## config.mk

```make
export PLATFORM = sky130hd
export DESIGN_NAME = arm_fetch
export DESIGN_NICKNAME = d
export VERILOG_FILES = /design/src/rtl/arm_fetch.sv
export SDC_FILE = /design/constraint.sdc
export NUM_CORES = 1
export LEC_CHECK = 0
export ABC_AREA = 1
export CORE_ASPECT_RATIO = 0.75
export CORE_MARGIN = 2
export CORE_UTILIZATION = 49
export CTS_CLUSTER_DIAMETER = 150
export DETAILED_ROUTE_END_ITERATION = 8
export GPL_TIMING_DRIVEN = 0
export PLACE_DENSITY = 0.83
export SYNTH_ARGS = -nofsm -noshare
export SYNTH_HDL_FRONTEND = slang
export SYNTH_SLANG_ARGS = --single-unit
```

## constraint.sdc

```tcl
create_clock -name clk -period 5.6 [get_ports clk]
set_input_delay 0.84 -clock clk [delete_from_list [all_inputs] [get_ports clk]]
set_output_delay 0.84 -clock clk [all_outputs]
set_load 0.02 [all_outputs]
```

## src/rtl/arm_fetch.sv

```systemverilog
// Instruction-fetch front end: owns the PC, issues one-cycle-latency word reads
// and buffers returned instructions in a 2-entry queue feeding decode.
module arm_fetch #(
    parameter int INS_MEM_SIZE = 32
) (
    input  logic        clk,
    input  logic        rst,
    output logic        imem_req,
    output logic [31:0] imem_addr,
    input  logic [31:0] imem_rdata,
    input  logic        br_valid,
    input  logic [31:0] br_target,
    output logic        ins_valid,
    output logic [31:0] ins_data,
    output logic [31:0] ins_pc,
    input  logic        ins_ready,
    output logic [31:0] pc,
    output logic        halted
);

    localparam logic [31:0] FETCH_LIMIT = 32'(INS_MEM_SIZE) << 2;

    typedef enum logic [1:0] {
        RUN,
        DRAIN,
        DONE
    } state_t;

    state_t      state;
    logic [31:0] q_data [2];
    logic [31:0] q_pc   [2];
    logic        head;
    logic [1:0]  count;
    logic        inflight;
    logic [31:0] inflight_addr;

    logic        pop;
    logic        push;
    logic        tail;
    logic        credit_ok;
    logic        in_image;
    logic [31:0] br_pc;

    // NOTE: every signal gets a default at the top of always_comb so no path
    // leaves it unassigned, which would otherwise infer a latch.
    always_comb begin
        ins_valid = 1'b0;
        pop       = 1'b0;
        push      = 1'b0;
        tail      = 1'b0;
        credit_ok = 1'b0;
        in_image  = 1'b0;
        br_pc     = '0;
        imem_req  = 1'b0;
        ins_data  = '0;
        ins_pc    = '0;

        ins_valid = (count != 2'd0);
        pop       = ins_valid && ins_ready;
        // The response of the request issued last cycle arrives now; a branch drops it.
        push      = inflight && !br_valid;
        tail      = head ^ count[0];
        in_image  = (pc < FETCH_LIMIT);
        br_pc     = br_target & 32'hFFFF_FFFC;
        credit_ok = ({1'b0, count} + {2'b00, inflight}) < (3'd2 + {2'b00, pop});
        // Gating with rst keeps the request low for the whole reset interval.
        imem_req  = rst && (state == RUN) && in_image && !br_valid && credit_ok;

        if (ins_valid) begin
            ins_data = q_data[head];
            ins_pc   = q_pc[head];
        end
    end

    assign imem_addr = pc;
    assign halted    = (state == DONE);

    // NOTE: control state uses non-blocking assignments so every register
    // samples pre-edge values regardless of statement order.
    always_ff @(posedge clk or negedge rst) begin
        if (!rst) begin
            state         <= RUN;
            pc            <= '0;
            head          <= 1'b0;
            count         <= 2'd0;
            inflight      <= 1'b0;
            inflight_addr <= '0;
        end else if (br_valid) begin
            pc       <= br_pc;
            head     <= 1'b0;
            count    <= 2'd0;
            inflight <= 1'b0;
            state    <= (br_pc < FETCH_LIMIT) ? RUN : DRAIN;
        end else begin
            inflight <= imem_req;
            if (imem_req) begin
                pc            <= pc + 32'd4;
                inflight_addr <= pc;
            end
            count <= count + {1'b0, push} - {1'b0, pop};
            head  <= head ^ pop;

            case (state)
                RUN:     if (!in_image) state <= DRAIN;
                DRAIN:   if (count == 2'd0 && !inflight) state <= DONE;
                default: state <= state;
            endcase
        end
    end

    // NOTE: queue storage is not reset; count gates every read of it, so
    // stale contents are never visible.
    always_ff @(posedge clk) begin
        if (push) begin
            q_data[tail] <= imem_rdata;
            q_pc[tail]   <= inflight_addr;
        end
    end

endmodule

```

---- After elaboration in Yosys (flattened, before gate mapping) ----
Memories as Yosys holds them, arrays and structs flattened.
Index checks and enable logic that the tools add are counted.
word-level totals
  flip-flop bits (word level) ............. 70
  bits in writable memories ............... 128
  input bits .............................. 68
  output and inout port bits .............. 131
  logic and storage cells ................. 53
  memories ................................ 2
memories
  memory  depth  width  rd ports  clocked after Yosys merged registers in  write ports  RTL line  RTL
  q_data  2      32     1         0                                        1            30        logic [31:0] q_data [2];
  q_pc    2      32     1         0                                        1            31        logic [31:0] q_pc [2];
cells by class
  add/subtract/negate cells ............... 5
  order comparisons ....................... 3
  equal/unequal tests ..................... 4
  muxes and demuxes ....................... 14
  bitwise gates (word level) .............. 3
  reductions and logical operators ........ 16
operators with widths
  kind                                                                   number
  32-bit 2-to-1 mux                                                      4
  32-bit by 8-bit < comparator with 1-bit output, second input constant  2
  32-bit by 3-bit adder with 32-bit output, second input constant        1
  2-bit 2-to-1 mux                                                       4
  1-bit logical AND                                                      7
  3-bit != test, second input constant                                   2
  1-bit 2-to-1 mux                                                       5
  2-bit zero test                                                        2
  2-bit one-hot mux with 2 select lines                                  1
  2-bit nonzero test                                                     2
  2-bit by 1-bit adder with 3-bit output                                 1
  2-bit by 1-bit adder with 3-bit output, first input constant           1
  3-bit < comparator                                                     1
  3-bit AND reduction                                                    1
  3-bit nonzero test                                                     1
  2-bit by 1-bit adder with 2-bit output                                 1
  2-bit by 1-bit equality test with 1-bit output, second input constant  1
  2-bit equality test, second input constant                             1
  1-bit zero test                                                        2
  2-bit AND reduction                                                    1
  2-bit by 1-bit subtractor with 2-bit output                            1
  1-bit XOR                                                              2
  1-bit inverter                                                         1

---- Logic depth before layout (Yosys ltp) ----
Gate-level depths: netlist of run 1.
  depth after elaboration ................. 7
  gate-level depth with buffers ........... 10
  depth with buffers taken out ............ 9

---- Least setup slack after synthesis of run 1 ----
OpenSTA, ideal clock, no wires.
  path type ............................... input-to-reg
  start point ............................. in br_valid
  end point ............................... mem q_data[0][0] (enable)
  arrival time ............................ 3.992 ns
  data required time ...................... 5.117 ns
  slack ................................... 1.125 ns
  stages .................................. 4
  cell sequence ........................... inv_1 -> clkbuf_1 -> nand2_1 -> nor2_1
between the ends
  longest elaborated chain between the ends .. 4
ends and longest elaborated chain
  what                                    RTL line  RTL
  from (decl)                             11        input logic br_valid,
  1-bit zero test                         61        push = inflight && !br_valid;
  1-bit logical AND                       61
  1-bit 2-to-1 mux                        114       if (push) begin
  1-bit 2-to-1 mux (not written as such)  115       q_data[tail] <= imem_rdata;
  to (decl)                               30
No other way between the ends.

---- Worst setup path in the final report of run 1 ----
  start point ............................. in br_valid
  end point ............................... out imem_req
between the ends
  longest elaborated chain between the ends .. 3
ends and longest elaborated chain
  what                            RTL line  RTL
  1-bit zero test                 67        imem_req = rst && (state == RUN) && in_image && !br_valid && credit_ok;
  1-bit logical AND (2 in a row)  67
  to (decl)                       8         output logic imem_req,
No other way between the ends.

==> flow_summary.toml, run 1 <==
[yosys]
synth-edff-count = 124
synth.most_common_cell = "nand2_1"
synth_cell_types = 28
synth.avg_cell_area_um2 = 10.9
synth.largest_area_cell = "edfxtp_1"
syn_area_mm2 = 0.00784
synth_common_cells = "218 x nand2_1, 124 x edfxtp_1, 66 x dfrtp_1"
synth_top_cell_area_share_pct = 47.5
seq_area_frac_synth_pct = 68.6
synthTopCellsByArea = "edfxtp_1 48%, dfrtp_1 21%, nand2_1 10%"
ys.flop_type = "edfxtp_1"
synth_cells = 719
synth-async-reset-ratio_pct = 34.7
synth_seq_cells = 190
yosysWarningCount = 0

[clock_tree]
clk_latency_ps = 420
cts_setup_buffers = 0
ctsLongestPathBuffers = 2
postCtsHoldBufs = 0
cts_tree = "done"
clk_pin_slew_worst_paths_ps = 60
cts_resized = 0
cts_root_buf = "clkbuf_16"
cts-buffers-inserted = 17
h-tree-depth = 4
clock-sinks = 190

[timing]
rsz0062_at_grt = "false"
fin_crit_sh_pct = 68.1
setup_viol = 0
tightest_slew_ps = 868
whs_ps = 468
fin_ws_ps = 1790
clock_skew_ps = 8.46
tns_ps = 0
post-route-min-period_ps = 3810
max_freq_ghz = 0.262
slew_headroom_pct = 42.1
finalHoldViolCount = 0
report.final.slew_viol_count = 0

[place]
finalWeightedCongestion = 0.852
io_buffer_count = 190
hpwl_um = 12500
dp_worst_setup_slack_ps = 1800
dp_cells = 1128
place_area_mm2 = 0.0101

[routing]
vias = 5619
totalWireLength_um = 18200
drt-vias-per-instance = 4.84
ant_nets = 0
post-route-drc-count = 0
drtPass1Iterations = 5
wl_per_cell_um = 15.7
drt-initial-drc-count = 296

[floorplan]
die_h_um = 114
pin_count = 199
dieArea_mm2 = 0.0170
die_x_um = 150
core_area_mm2 = 0.0158
row_count = 40
initial_core_util_pct = 49.5

[worst_setup_path]
cp-startpoint = "br_valid"
cp_max_fo = 10
worst_ep_arrival_time_ps = 2970
required_ps = 4760
critPathCaptureType = "output pin"
critPathMaxStageDelay_ps = 650
cp_slowest_cell = "clkdlybuf4s50_1"
path_cells = "clkdlybuf4s50_1 > nor2_1 > nand2_1 > nor2_1 > nand2_1 > nor2_4 > nand2_2 > inv_2 > buf_2 > clkdlybuf4s50_1"
crit_type = "input pin to output pin"
startpoint_type = "input pin"
timing.rr.start = "head$_DFF_PN0_"

[final_layout]
nets = 1010
regArea_mm2 = 0.00538
multi_input_area_mm2 = 0.00189
fillCellCount = 1214
fin_cells = 1160
syn_to_final_growth_pct = 35.8
drive_above_1_share_pct = 9.89
finalInstanceArea_mm2 = 0.0106
num_antenna_cells = 0
final_core_util_pct = 67.3

[power_and_ir_drop]
ir_worst_vdd_mv = 0.194
total_power_mw = 4.17
clock_power_share_pct = 25.9
intPower_mw = 2.75
p_seq_share_pct = 37.7
power.share.switching_pct = 33.9
p_sw_mw = 1.41
p_comb_share_pct = 36.4
power_density_mw_per_mm2 = 392
p_leak_nw = 4.30

[global_route]
antenna_found_initial = 0
met1_usage_pct = 26.6
grt_start_max_net_pins = 68
grt_use_met3_pct = 8.36
met2_usage_pct = 37.0
grt_pass1_wl_um = 28300
track_usage_pct = 21.8
grt-ovfl-total = 0
first_global_vias = 5619
top_usage_layer = "met2"

[status]
outcome = "completed"

[flow_run]
max_cap_viol_count = 0

[min_path]
min_from = "inflight_addr[11]$_DFFE_PN0P_"
min_path_type = "register to register"
## final timing paths
check / end / slack (ps) / cells past startpoint
worst max-delay path: imem_req / 1790 / 10
worst min-delay path: q_pc[1][11]$_DFFE_PP_ / 470 / 0
worst max register to register: q_data[0][21]$_DFFE_PP_ / 3450 / 5
worst min register to register: q_pc[1][11]$_DFFE_PP_ / 470 / 0
max in group asynchronous: head$_DFF_PN0_ / 4500 / 1
min in group asynchronous: inflight_addr[21]$_DFFE_PN0P_ / 550 / 1
## kinds of logic after synthesis
family,share of synthesized area [%]
adder cells (fa/ha/maj),0.798
XOR/XNOR,0.782
other,0.0479
AO/OA/AOI/OAI,4.66
buffers and inverters,7.66
flip-flops,68.6
AND/OR/NAND/NOR,17.5
## per-layer routing
layer / vias up / wire (um)
met5: - / 0
li1: 2757 / -
met4: 0 / 119
met3: 8 / 1790
met2: 201 / 8820
met1: 2653 / 7510
## worst max-delay path: cells and delay by family
kind,cells,cell delay [ps]
buf+inv,4,1440
simple gates,6,700
## layout by cell type, fill, tap and decap left out, types with 5 or more instances in the layout
master           count
a21oi_1             63
buf_1                9
buf_4               38
clkbuf_1            21
clkbuf_16           17
clkdlybuf4s50_1    189
conb_1               6
dfrtp_1             66
edfxtp_1           124
ha_1                 5
inv_1               42
nand2_1            218
nand3_1             20
nand3_2             10
nor2_1              63
o21ai_0             10
## power groups by stage
stage,combinational (mW),sequential [mW],clock (mW)
floorplan,0.762,1.61,0
global placement,1.50,1.60,0
detailed placement,1.52,1.60,0
CTS,1.53,1.57,1.10
global route,1.64,1.57,1.16
finish,1.52,1.57,1.08
## state kept, by name, summed over array words and instances, names as in the netlist
name,flops
count,2
head,1
imem_addr,30
inflight,1
inflight_addr,30
q_data,64
q_pc,60
state,2
## area by class of cell
class,count,share of cell area (%)
well taps,210,2.47
flip-flops and latches,190,50.5
inverters,44,1.55
clock buffers,23,4.40
multi-input cells,420,17.8
repair buffers,194,18.6
plain buffers,70,4.09
clock inverters,9,0.576
Note: power is estimated with default switching activity, not from simulation.
==> run 2: changes to the inputs <==
--- a/config.mk
+++ b/config.mk
@@ -8,11 +8,11 @@
 export ABC_AREA = 1
 export CORE_ASPECT_RATIO = 0.75
 export CORE_MARGIN = 2
-export CORE_UTILIZATION = 49
+export CORE_UTILIZATION = 44
 export CTS_CLUSTER_DIAMETER = 150
 export DETAILED_ROUTE_END_ITERATION = 8
 export GPL_TIMING_DRIVEN = 0
-export PLACE_DENSITY = 0.83
+export PLACE_DENSITY = 0.79
 export SYNTH_ARGS = -nofsm -noshare
 export SYNTH_HDL_FRONTEND = slang
 export SYNTH_SLANG_ARGS = --single-unit
==> constraint.sdc (replaced) <==
create_clock -name clk -period 3.5 [get_ports clk]
set_input_delay 0.525 -clock clk [delete_from_list [all_inputs] [get_ports clk]]
set_output_delay 0.525 -clock clk [all_outputs]
set_load 0.02 [all_outputs]
==> flow_summary.toml, run 2 (same netlist as run 1, synthesis figures left out) <==
[final_layout]
num_antenna_cells = 0
largest_reg_flops = 64
reg_top3 = "q_data (64), q_pc (60)"
nets = 1010
fillCellCount = 1416
final_cell_mix = "218 x nand2_1, 189 x clkdlybuf4s50_1, 124 x edfxtp_1, 66 x dfrtp_1"
layout_commonest_cell = "nand2_1"
regArea_mm2 = 0.00538
top_register = "q_data"
drive_above_1_share_pct = 10.3
multi_input_area_mm2 = 0.00189
syn_to_final_growth_pct = 37.0
finalInstanceArea_mm2 = 0.0107

[timing]
post-route-min-period_ps = 3270
rsz0062_at_grt = "false"
finalHoldViolCount = 0
fin_crit_sh_pct = 93.4
slew_headroom_pct = 41.0
setup_viol = 0
whs_ps = 214
clock_skew_ps = 6.99
tns_ps = 0
max_freq_ghz = 0.306
tightest_slew_ps = 885
report.final.slew_viol_count = 0

[power_and_ir_drop]
power_density_mw_per_mm2 = 638
ir_worst_vdd_mv = 0.338
p_leak_nw = 4.33

[routing]
drt-initial-drc-count = 370
post-route-drc-count = 0
ant_nets = 0
wl_per_cell_um = 15.3
drtPass1Iterations = 6
vias = 5586
totalWireLength_um = 18200
drt-vias-per-instance = 4.69

[worst_setup_path]
worst_ep_arrival_time_ps = 2740
crit_top_cell = "clkbuf_1"
critPathMaxStageDelay_ps = 640
critPathBufInv = 3
startpoint_type = "register"
r2r_slack_ps = 1420
cp_max_fo = 10
timing.rr.start = "head$_DFF_PN0_"
critPathCaptureType = "output pin"
path_cells = "clkbuf_1 > clkbuf_1 > nand2_1 > a21oi_1 > clkdlybuf4s50_1"
cp_slowest_cell = "clkdlybuf4s50_1"
crit_type = "register to output pin"
reg2reg_to = "q_data[0][30]$_DFFE_PP_"
required_ps = 2970
ff2ff_path_depth = 5
cp_top_family = "buffers and inverters"

[status]
outcome = "completed"

[flow_run]
max_cap_viol_count = 0

[clock_tree]
cts-buffers-inserted = 17
h-tree-depth = 4
cts_setup_buffers = 0
postCtsHoldBufs = 0
cts_tree = "done"
ctsLongestPathBuffers = 2
cts_resized = 0
clock-sinks = 190
clk_pin_slew_worst_paths_ps = 70
clk_latency_ps = 420
cts_root_buf = "clkbuf_16"

[global_route]
antenna_found_initial = 0
track_usage_pct = 19.6
first_global_vias = 5595
grt_start_max_net_pins = 68
grt_pass1_wl_um = 28100
grt-ovfl-total = 0

[floorplan]
pin_count = 199
row_count = 42
die_x_um = 158
dieArea_mm2 = 0.0189
initial_core_util_pct = 44.6
die_h_um = 120
core_area_mm2 = 0.0176

[place]
finalWeightedCongestion = 0.865
hpwl_um = 12600
place_area_mm2 = 0.0102
io_buffer_count = 190

[min_path]
min_path_type = "input pin to async pin"
## run 2: area by class of cell
type / count / share of cell area [%]
plain buffers: 70 / 4.06
multi-input cells: 420 / 17.6
clock inverters: 13 / 1.42
clock buffers: 19 / 4.03
flip-flops and latches: 190 / 50.1
repair buffers: 194 / 18.4
well taps: 242 / 2.82
inverters: 44 / 1.54
## run 2: worst max path at each step
stage	slack [ps]	to	start	cells past startpoint
6_report	230	ins_pc[11]	head$_DFF_PN0_	5
3_3_place_gp	-2970	q_data[0][11]$_DFFE_PP_	br_valid	5
5_1_grt	40	ins_pc[13]	head$_DFF_PN0_	5
3_5_place_dp	300	imem_req	rst	7
2_1_floorplan	-660	q_data[0][0]$_DFFE_PP_	br_valid	4
4_1_cts	160	ins_pc[11]	head$_DFF_PN0_	5
## run 2: report_power, final
part	leakage, nW	switching, mW	internal (mW)
registers	1.68	0.0756	2.44
logic	2.36	1.41	1.02
clock network	0.283	0.840	1.07
## run 2: worst reg2reg max path, delay by kind of cell, from the launching register on
kind,cells,cell delay (ps)
AND/OR/NAND/NOR,1,280
XOR/XNOR,1,270
buffers and inverters,3,870
flip-flops,1,350
## run 2: metal layers
metal	routed length [um]	share of wire, %	global-route usage, %	vias up
met3	1830	10	7.66	10
met5	0	0	0	-
li1	-	-	-	2751
met2	8580	47	32.5	191
met4	123	0.68	4.22	0
met1	7650	42	24.6	2634
## run 2: stage by stage
stage	std cells	power, mW	setup slack (ps)	utilization (%)
2_1_floorplan	724	3.80	-660	-
3_3_place_gp	1156	4.97	-2970	57.3
3_5_place_dp	1160	5.00	302	57.8
4_1_cts	1192	6.91	159	61.2
5_1_grt	1192	7.19	37.1	61.2
6_report	1192	6.85	233	61.2
==> run 3: changes to the inputs <==
--- a/config.mk
+++ b/config.mk
@@ -8,11 +8,12 @@
 export ABC_AREA = 1
 export CORE_ASPECT_RATIO = 0.75
 export CORE_MARGIN = 2
-export CORE_UTILIZATION = 44
+export CORE_UTILIZATION = 49
 export CTS_CLUSTER_DIAMETER = 150
 export DETAILED_ROUTE_END_ITERATION = 8
+export DONT_BUFFER_PORTS = 1
 export GPL_TIMING_DRIVEN = 0
-export PLACE_DENSITY = 0.79
+export PLACE_DENSITY = 0.69
 export SYNTH_ARGS = -nofsm -noshare
 export SYNTH_HDL_FRONTEND = slang
 export SYNTH_SLANG_ARGS = --single-unit
==> flow_summary.toml, run 3 (same netlist as run 1, synthesis figures left out) <==
[floorplan]
die_h_um = 114
initial_core_util_pct = 49.5
core_area_mm2 = 0.0158
row_count = 40
dieArea_mm2 = 0.0170
pin_count = 199
die_x_um = 150

[worst_setup_path]
crit_type = "register to output pin"
startpoint_type = "register"
r2r_slack_ps = 970
reg2reg_to = "q_data[0][20]$_DFFE_PP_"
timing.rr.start = "head$_DFF_PN0_"
cp_max_fo = 10
required_ps = 2970
worst_ep_arrival_time_ps = 2290
critPathCaptureType = "output pin"
ff2ff_path_depth = 6

[routing]
ant_nets = 0
vias = 4951
drtPass1Iterations = 5
post-route-drc-count = 0
drt-vias-per-instance = 5.09
totalWireLength_um = 16800
drt-initial-drc-count = 332
wl_per_cell_um = 17.3

[clock_tree]
ctsLongestPathBuffers = 2
cts_tree = "done"
cts_resized = 0
cts-buffers-inserted = 17
h-tree-depth = 4
cts_root_buf = "clkbuf_16"
cts_setup_buffers = 0
clock-sinks = 190
clk_latency_ps = 420
clk_pin_slew_worst_paths_ps = 70

[global_route]
first_global_vias = 4744
grt_pass1_wl_um = 25500
antenna_found_initial = 0
grt-ovfl-total = 0
track_usage_pct = 20.0
grt_start_max_net_pins = 67

[status]
outcome = "completed"

[final_layout]
largest_reg_flops = 64
fillCellCount = 1354
multi_input_area_mm2 = 0.00189
syn_to_final_growth_pct = 12.8
final_cell_mix = "218 x nand2_1, 124 x edfxtp_1, 66 x dfrtp_1, 63 x nor2_1, 63 x a21oi_1"
drive_above_1_share_pct = 12.5
top_register = "q_data"
reg_top3 = "q_data (64), q_pc (60)"
num_antenna_cells = 0
regArea_mm2 = 0.00538
layout_commonest_cell = "nand2_1"
nets = 822

[place]
finalWeightedCongestion = 0.822
io_buffer_count = 0
hpwl_um = 11600

[timing]
fin_crit_sh_pct = 80.4
tns_ps = 0
tightest_slew_ps = 762
rsz0062_at_grt = "false"
finalHoldViolCount = 0
clock_skew_ps = 9.27
post-route-min-period_ps = 2810
report.final.slew_viol_count = 0
max_freq_ghz = 0.355
slew_headroom_pct = 49.1
setup_viol = 0

[power_and_ir_drop]
ir_worst_vdd_mv = 0.329
power_density_mw_per_mm2 = 676
p_leak_nw = 3.64
total_power_mw = 5.97

[flow_run]
max_cap_viol_count = 0

[min_path]
min_from = "imem_rdata[10]"
hold_depth = 0
min_path_type = "input pin to register"
min_to = "q_data[0][10]$_DFFE_PP_"
-- run 3: routing by layer --
| metal | routed length, um | vias to the layer above | GRT usage, % |
|---|---|---|---|
| met5 | 0 | - | 0 |
| met4 | 366 | 0 | 7.55 |
| met3 | 1880 | 28 | 8.28 |
| met2 | 7870 | 220 | 31.7 |
| met1 | 6710 | 2335 | 24.6 |
| li1 | - | 2368 | - |
-- run 3: worst max-delay path, stage by stage (launching register included) --
cell      delay (ps)
dfrtp_1          350
clkbuf_1         440
clkbuf_1         430
nand2_1           90
a21oi_1          560
-- run 3: layout make-up --
cell class                      count  share of cell area, %
Tap cell                          210                   2.97
Clock inverter                     11                   1.49
Multi-Input combinational cell    420                   21.4
Clock buffer                       21                   4.98
Buffer                             70                   4.93
Timing Repair Buffer                6                   1.50
Sequential cell                   190                   60.8
Inverter                           44                   1.87
-- run 3: where the power goes --
group	switching [mW]	internal (mW)	leakage (nW)
sequential	0.120	2.44	1.68
combinational	1.24	0.306	1.68
clock	0.807	1.06	0.276
-- run 3: what timing repair did --
action                                  4_1_cts  5_1_grt
endpoints found under the setup margin        0        0
endpoints found under the hold margin        66        0
hold buffers                                  2        0
-- run 3: worst max-delay path by stage --
stage	slack (ps)	depth (start not counted)	to	start
after global routing	430	4	ins_pc[11]	head$_DFF_PN0_
after CTS	620	4	ins_pc[11]	head$_DFF_PN0_
after floorplan	-660	4	q_data[0][0]$_DFFE_PP_	br_valid
final	690	4	ins_pc[11]	head$_DFF_PN0_
after global placement	-2360	4	q_data[1][15]$_DFFE_PP_	br_valid
after detailed placement	550	6	q_data[0][14]$_DFFE_PP_	br_valid
-- run 3: metrics by stage --
| stage | std cells | instance area (um^2) | util (%) | setup WS [ps] | hold slack (ps) |
|---|---|---|---|---|---|
| global route | 972 | 8840 | 55.9 | 430 | 168 |
| detailed placement | 938 | 8230 | 52.0 | 546 | 232 |
| floorplan | 724 | 7860 | - | -660 | 229 |
| finish | 972 | 8840 | 55.9 | 686 | 197 |
| global placement | 934 | 8120 | 51.3 | -2360 | 232 |
| CTS | 972 | 8840 | 55.9 | 622 | 176 |
